[src/rtl/quad_encoder_mc.sv]
// Multi-channel quadrature encoder front end: synchroniser, glitch filter, x1/x2/x4 decode,
// signed position counters with preset/index clear and windowed pulse differences.
module quad_encoder_mc #(
   parameter int unsigned CHANNELS   = 2,
   parameter int unsigned CNT_W      = 32,
   parameter int unsigned WIN_W      = 16,
   parameter int unsigned FILT_DEPTH = 3
) (
   input  logic                        clk,
   input  logic                        rst,
   input  logic [CHANNELS-1:0]         phaseA,
   input  logic [CHANNELS-1:0]         phaseB,
   input  logic [CHANNELS-1:0]         index,
   input  logic [1:0]                  mode,
   input  logic [WIN_W-1:0]            win_len,
   input  logic [CHANNELS-1:0]         index_clr_en,
   input  logic [CHANNELS-1:0]         preset_load,
   input  logic [CNT_W-1:0]            preset_val,
   input  logic                        err_clr,
   output logic [CHANNELS*CNT_W-1:0]   pulse_count,
   output logic [CHANNELS*CNT_W-1:0]   pulse_diff,
   output logic                        diff_valid,
   output logic [CHANNELS-1:0]         err
);

   // History only holds pin-derived samples after the sync stages and the filter have refilled.
   localparam int unsigned FILL_MAX = FILT_DEPTH + 2;
   localparam int unsigned FILL_W   = $clog2(FILL_MAX + 1);

   logic [CHANNELS-1:0]   a_s1, a_s2, b_s1, b_s2;
   logic [CHANNELS-1:0]   i_s1, i_s2, i_d1, i_d2;
   logic [FILT_DEPTH-1:0] hist_a [CHANNELS];
   logic [FILT_DEPTH-1:0] hist_b [CHANNELS];
   logic [FILL_W-1:0]     fill   [CHANNELS];
   logic [1:0]            st     [CHANNELS];
   logic [CHANNELS-1:0]   primed;
   logic [CNT_W-1:0]      prev   [CHANNELS];
   logic [WIN_W-1:0]      win_cnt;

   logic [1:0]            cand_c [CHANNELS];
   logic [CHANNELS-1:0]   stable_c, upd_c, dbl_c, legal_c, step_c, down_c, idx_clr_c;
   logic                  win_term_c;

   // Forward successor in the 00->10->11->01 sequence.
   function automatic logic [1:0] fwd_next(input logic [1:0] s);
      logic [1:0] r;
      case (s)
         2'b00:   r = 2'b10;
         2'b10:   r = 2'b11;
         2'b11:   r = 2'b01;
         default: r = 2'b00;
      endcase
      return r;
   endfunction

   // Filter acceptance, transition classification and window terminal count.
   always_comb begin
      stable_c  = '0;
      upd_c     = '0;
      dbl_c     = '0;
      legal_c   = '0;
      step_c    = '0;
      down_c    = '0;
      idx_clr_c = '0;
      for (int unsigned n = 0; n < CHANNELS; n++) begin
         cand_c[n]   = {hist_a[n][0], hist_b[n][0]};
         stable_c[n] = ((&hist_a[n]) || !(|hist_a[n])) && ((&hist_b[n]) || !(|hist_b[n]));
         upd_c[n]    = (fill[n] == FILL_W'(FILL_MAX)) && stable_c[n]
                       && (!primed[n] || (cand_c[n] != st[n]));
         dbl_c[n]    = upd_c[n] && primed[n] && ((cand_c[n] ^ st[n]) == 2'b11);
         legal_c[n]  = upd_c[n] && primed[n] && !dbl_c[n];
         down_c[n]   = (cand_c[n] != fwd_next(st[n]));
         case (mode)
            2'd0:    step_c[n] = legal_c[n];
            2'd1:    step_c[n] = legal_c[n] && (cand_c[n][1] != st[n][1]);
            2'd2:    step_c[n] = legal_c[n] && cand_c[n][1] && !st[n][1];
            default: step_c[n] = 1'b0;
         endcase
         idx_clr_c[n] = i_d1[n] && !i_d2[n] && index_clr_en[n];
      end
      win_term_c = (win_len != '0) && (win_cnt < win_len) && (win_cnt == win_len - WIN_W'(1));
   end

   always_ff @(posedge clk) begin
      if (rst) begin
         a_s1        <= '0;
         a_s2        <= '0;
         b_s1        <= '0;
         b_s2        <= '0;
         i_s1        <= '0;
         i_s2        <= '0;
         i_d1        <= '0;
         i_d2        <= '0;
         primed      <= '0;
         err         <= '0;
         win_cnt     <= '0;
         diff_valid  <= 1'b0;
         pulse_count <= '0;
         pulse_diff  <= '0;
         for (int unsigned n = 0; n < CHANNELS; n++) begin
            hist_a[n] <= '0;
            hist_b[n] <= '0;
            fill[n]   <= '0;
            st[n]     <= '0;
            prev[n]   <= '0;
         end
      end else begin
         a_s1 <= phaseA;
         a_s2 <= a_s1;
         b_s1 <= phaseB;
         b_s2 <= b_s1;
         i_s1 <= index;
         i_s2 <= i_s1;
         i_d1 <= i_s2;
         i_d2 <= i_d1;

         diff_valid <= win_term_c;
         if ((win_len == '0) || (win_cnt >= win_len) || win_term_c)
            win_cnt <= '0;
         else
            win_cnt <= win_cnt + WIN_W'(1);

         for (int unsigned n = 0; n < CHANNELS; n++) begin
            for (int unsigned i = FILT_DEPTH - 1; i > 0; i--) begin
               hist_a[n][i] <= hist_a[n][i-1];
               hist_b[n][i] <= hist_b[n][i-1];
            end
            hist_a[n][0] <= a_s2[n];
            hist_b[n][0] <= b_s2[n];
            if (fill[n] != FILL_W'(FILL_MAX))
               fill[n] <= fill[n] + FILL_W'(1);

            if (upd_c[n]) begin
               st[n]     <= cand_c[n];
               primed[n] <= 1'b1;
            end

            if (dbl_c[n])
               err[n] <= 1'b1;
            else if (err_clr)
               err[n] <= 1'b0;

            if (preset_load[n])
               pulse_count[n*CNT_W +: CNT_W] <= preset_val;
            else if (idx_clr_c[n])
               pulse_count[n*CNT_W +: CNT_W] <= '0;
            else if (step_c[n])
               pulse_count[n*CNT_W +: CNT_W] <= down_c[n]
                  ? pulse_count[n*CNT_W +: CNT_W] - CNT_W'(1)
                  : pulse_count[n*CNT_W +: CNT_W] + CNT_W'(1);

            // A preset/clear re-bases the window reference even on a terminal-count edge.
            if (win_term_c)
               pulse_diff[n*CNT_W +: CNT_W] <= pulse_count[n*CNT_W +: CNT_W] - prev[n];
            if (preset_load[n])
               prev[n] <= preset_val;
            else if (idx_clr_c[n])
               prev[n] <= '0;
            else if (win_term_c)
               prev[n] <= pulse_count[n*CNT_W +: CNT_W];
         end
      end
   end

endmodule

[config.mk]
export PLATFORM = sky130hd
export DESIGN_NAME = quad_encoder_mc
export DESIGN_NICKNAME = d
export VERILOG_FILES = /design/src/rtl/quad_encoder_mc.sv
export SDC_FILE = /design/constraint.sdc
export NUM_CORES = 1
export LEC_CHECK = 0
export ABC_AREA = 1
export CORE_MARGIN = 2
export CORE_UTILIZATION = 59
export CTS_CLUSTER_DIAMETER = 80
export DETAILED_ROUTE_END_ITERATION = 12
export PLACE_DENSITY = 0.79
export SLEW_MARGIN = 20
export SYNTH_ARGS = -nofsm -noshare
export SYNTH_HDL_FRONTEND = slang
export SYNTH_SLANG_ARGS = --single-unit
[constraint.sdc]
create_clock -name clk -period 4.2 [get_ports clk]
set_input_delay 1.05 -clock clk [delete_from_list [all_inputs] [get_ports clk]]
set_output_delay 1.05 -clock clk [all_outputs]
set_load 0.01 [all_outputs]
==> run summary <==
Final min period: 3.687 ns
DRT Pass-1 Iters: 6
Initial antenna violation count: 0
Pre-CTS setup slack: 0.004483 ns
Final core utilization: 70.01%
Die Ht: 182.6 um
Final Cycle Share: 87.78%
First-pass GRT wire length: 93.42 mm
DP Area: 21130 um^2
Ys flop type: dfxtp_1
Setup TNS: 0 ns
LEAKAGE: 9.963 nW
Layout net count: 3188
Clk sinks: 251
RR Endpoint: pulse_count[56]
Top cells by area, synth: dfxtp_1, edfxtp_1, nand2_1
Synth cell types: 54
Max FO, Critical Path: 46
Post-route ant nets: 0
Relative slew slack: 25.48%
Ant diodes: 0
CP Launch Type: input pin
Fin. Hold Viols: 0
Crit path kind: in -> reg
Routability congestion estimate: 0.9839
Async S/R FF share, synth: 0%
Via-to-Cell Ratio: 5.811
Register area share after synthesis: 30.63%
Core ar.: 31470 um^2
Global-route usage over all layers: 34.85%
CTS clock-pin slew for the worst setup and hold paths: 0.06 ns
Finished Cell Area: 22040 um^2
Worst Path Arrival: 4.09 ns
Launch point of the worst reg-to-reg path: st[0][2]
Yosys top cell by area: dfxtp_1
H-tree levels: 1
Chip width: 182.6 um
WHS Path Cells: 2
Final-report setup violation count: 0
Unrepaired setup endpoints after global routing: no
Tot Pwr: 0.008158 W
HPWL after DPL: 46.14 mm
Post-Synthesis Cells: 2809
CTS tree: built
Status: completed
Hold buffer count at cts: 0
Grt ovf: 0
Most common cell in the netlist: nand2_1
Via count: 19758
Worst-Skew Late Latency: 0.57 ns
DR WL/cell: 17.51 um
WP data required: 4.61 ns
Most frequent cells after synthesis: nand2_1, nor2_1, inv_1
Mapped cell area: 18820 um^2
Clk Tree Root Cell: clkbuf_16
Total Wirelength: 59.53 mm
Area of the die: 33350 um^2
Share of layout cells above drive strength 1: 3.169%
EDFF count, synth: 74
Initial Util: 59.81%
CTS-repair resized insts: 0
Critical Path Sink Type: flip-flop
Worst-case clock buffer depth: 3
IO buf count: 193
FF-to-FF setup slack: 0.63 ns
YS warnings: 0
Num ports: 194
Remaining DRCs: 0
Worst Skew: 0.02315 ns
Pin count of the biggest net entering global routing: 70
Cell count of the worst reg-to-reg path: 12
Post-CTS setup buffers: 0
Layout area overhead: 17.06%
Vias in the first global route: 18012
Slew Viols, Final: 0
Max cap viols: 0
Worst hold-check path type: reg -> reg
#FFs+latches synth: 251
Num CTS Buffers: 28
PwrDens: 370.2 nW/um^2
Row cnt: 65
Actual slew at the worst max-slew pin: 1.117 ns
Mapped Avg Cell Area: 6.701 um^2
DRT iter0 DRCs: 1817
Fillers: 2685
Peak VDD IR: 369.1 uV
WHS Endpoint: i_s2[1]
Worst Min Path Start: i_s1[1]
Share of the synthesized area in the top cell type: 18.82%
Final worst setup slack: 0.5131 ns
Fmax: 271.2 MHz
Syn Nets: 3020
-- flip-flops by register name (all words and copies together) (netlist names) --
| name | flops |
|---|---|
| st | 4 |
| primed | 2 |
| i_d1 | 2 |
| win_cnt | 16 |
| i_s2 | 2 |
| i_s1 | 2 |
| hist_b | 6 |
| pulse_diff | 64 |
| fill | 6 |
| b_s1 | 2 |
| a_s1 | 2 |
| err | 2 |
| pulse_count | 64 |
| diff_valid | 1 |
| i_d2 | 2 |
| b_s2 | 2 |
| hist_a | 6 |
| prev | 64 |
| a_s2 | 2 |
-- worst max-delay path by stage --
| stage | from | end | depth (start not counted) |
|---|---|---|---|
| detailed placement | win_len[0] | prev[1][10] | 16 |
| global route | win_len[0] | prev[1][15] | 18 |
| global placement | win_len[0] | prev[1][1] | 16 |
| CTS | win_len[0] | prev[1][15] | 16 |
| floorplan | win_len[15] | prev[0][0] | 13 |
| finish | win_len[0] | prev[1][15] | 16 |
-- through the flow --
step	cells	hold WS, ns
CTS	3400	0.4024
global route	3400	0.4154
finish	3400	0.3992
global placement	3349	0.3886
floorplan	2809	0.3883
detailed placement	3349	0.3944
-- power breakdown --
group	internal [W]	switching (W)
clock network	0.00142	0.00102
registers	0.00263	0.000179
logic	0.00106	0.00185
-- cell families (layout without fill, tap and decap cells) --
group,after synthesis,count (layout),share of synthesized area [%]
compound gates,672,672,19.09
xor+xnor,91,91,4.234
fa+ha+maj,148,148,9.997
buf+inv,423,612,8.893
flops,251,251,30.63
simple gates,1224,1224,27.16
-- worst max-delay path, stage by stage --
cell	delay [ns]
clkdlybuf4s50_1	0.55
inv_1	0.11
ha_1	0.32
nand2_1	0.07
nand2_1	0.05
nor2_1	0.08
nand3_1	0.12
nor2_1	0.13
nand3_1	0.12
nor3_2	0.26
nand3_4	0.16
buf_4	0.32
nor3_4	0.17
buf_4	0.33
nand2_1	0.13
o21ai_1	0.12
-- per-layer routing --
metal | share of wire (%) | wire, um | GRT usage [%] | up-vias
met3 | 8.4 | 5025 | 3.852 | 159
met1 | 44 | 26140 | 48.43 | 8919
met2 | 42 | 25170 | 54.46 | 972
met5 | 0 | 0 | 0 | -
li1 | - | - | - | 9708
met4 | 5.4 | 3189 | 16.13 | 0
-- area by class of cell --
cell class | count | area [um^2] | area share (%)
flip-flops and latches | 251 | 5766 | 26.16
well taps | 402 | 503.0 | 2.283
multi-input cells | 2135 | 11390 | 51.70
clock buffers | 36 | 730.7 | 3.316
repair buffers | 223 | 2202 | 9.993
inverters | 338 | 1271 | 5.769
clock inverters | 15 | 171.4 | 0.7779
-- placed cells by master, fill, tap and decap left out, types with 74 or more instances in the layout --
master           count
clkdlybuf4s50_1    192
inv_1              332
nand3_1            104
dfxtp_1            177
nand2_1            575
o21ai_0            223
a21oi_1            303
nor2_1             402
ha_1               144
edfxtp_1            74
(Power assumes the default switching activity.)
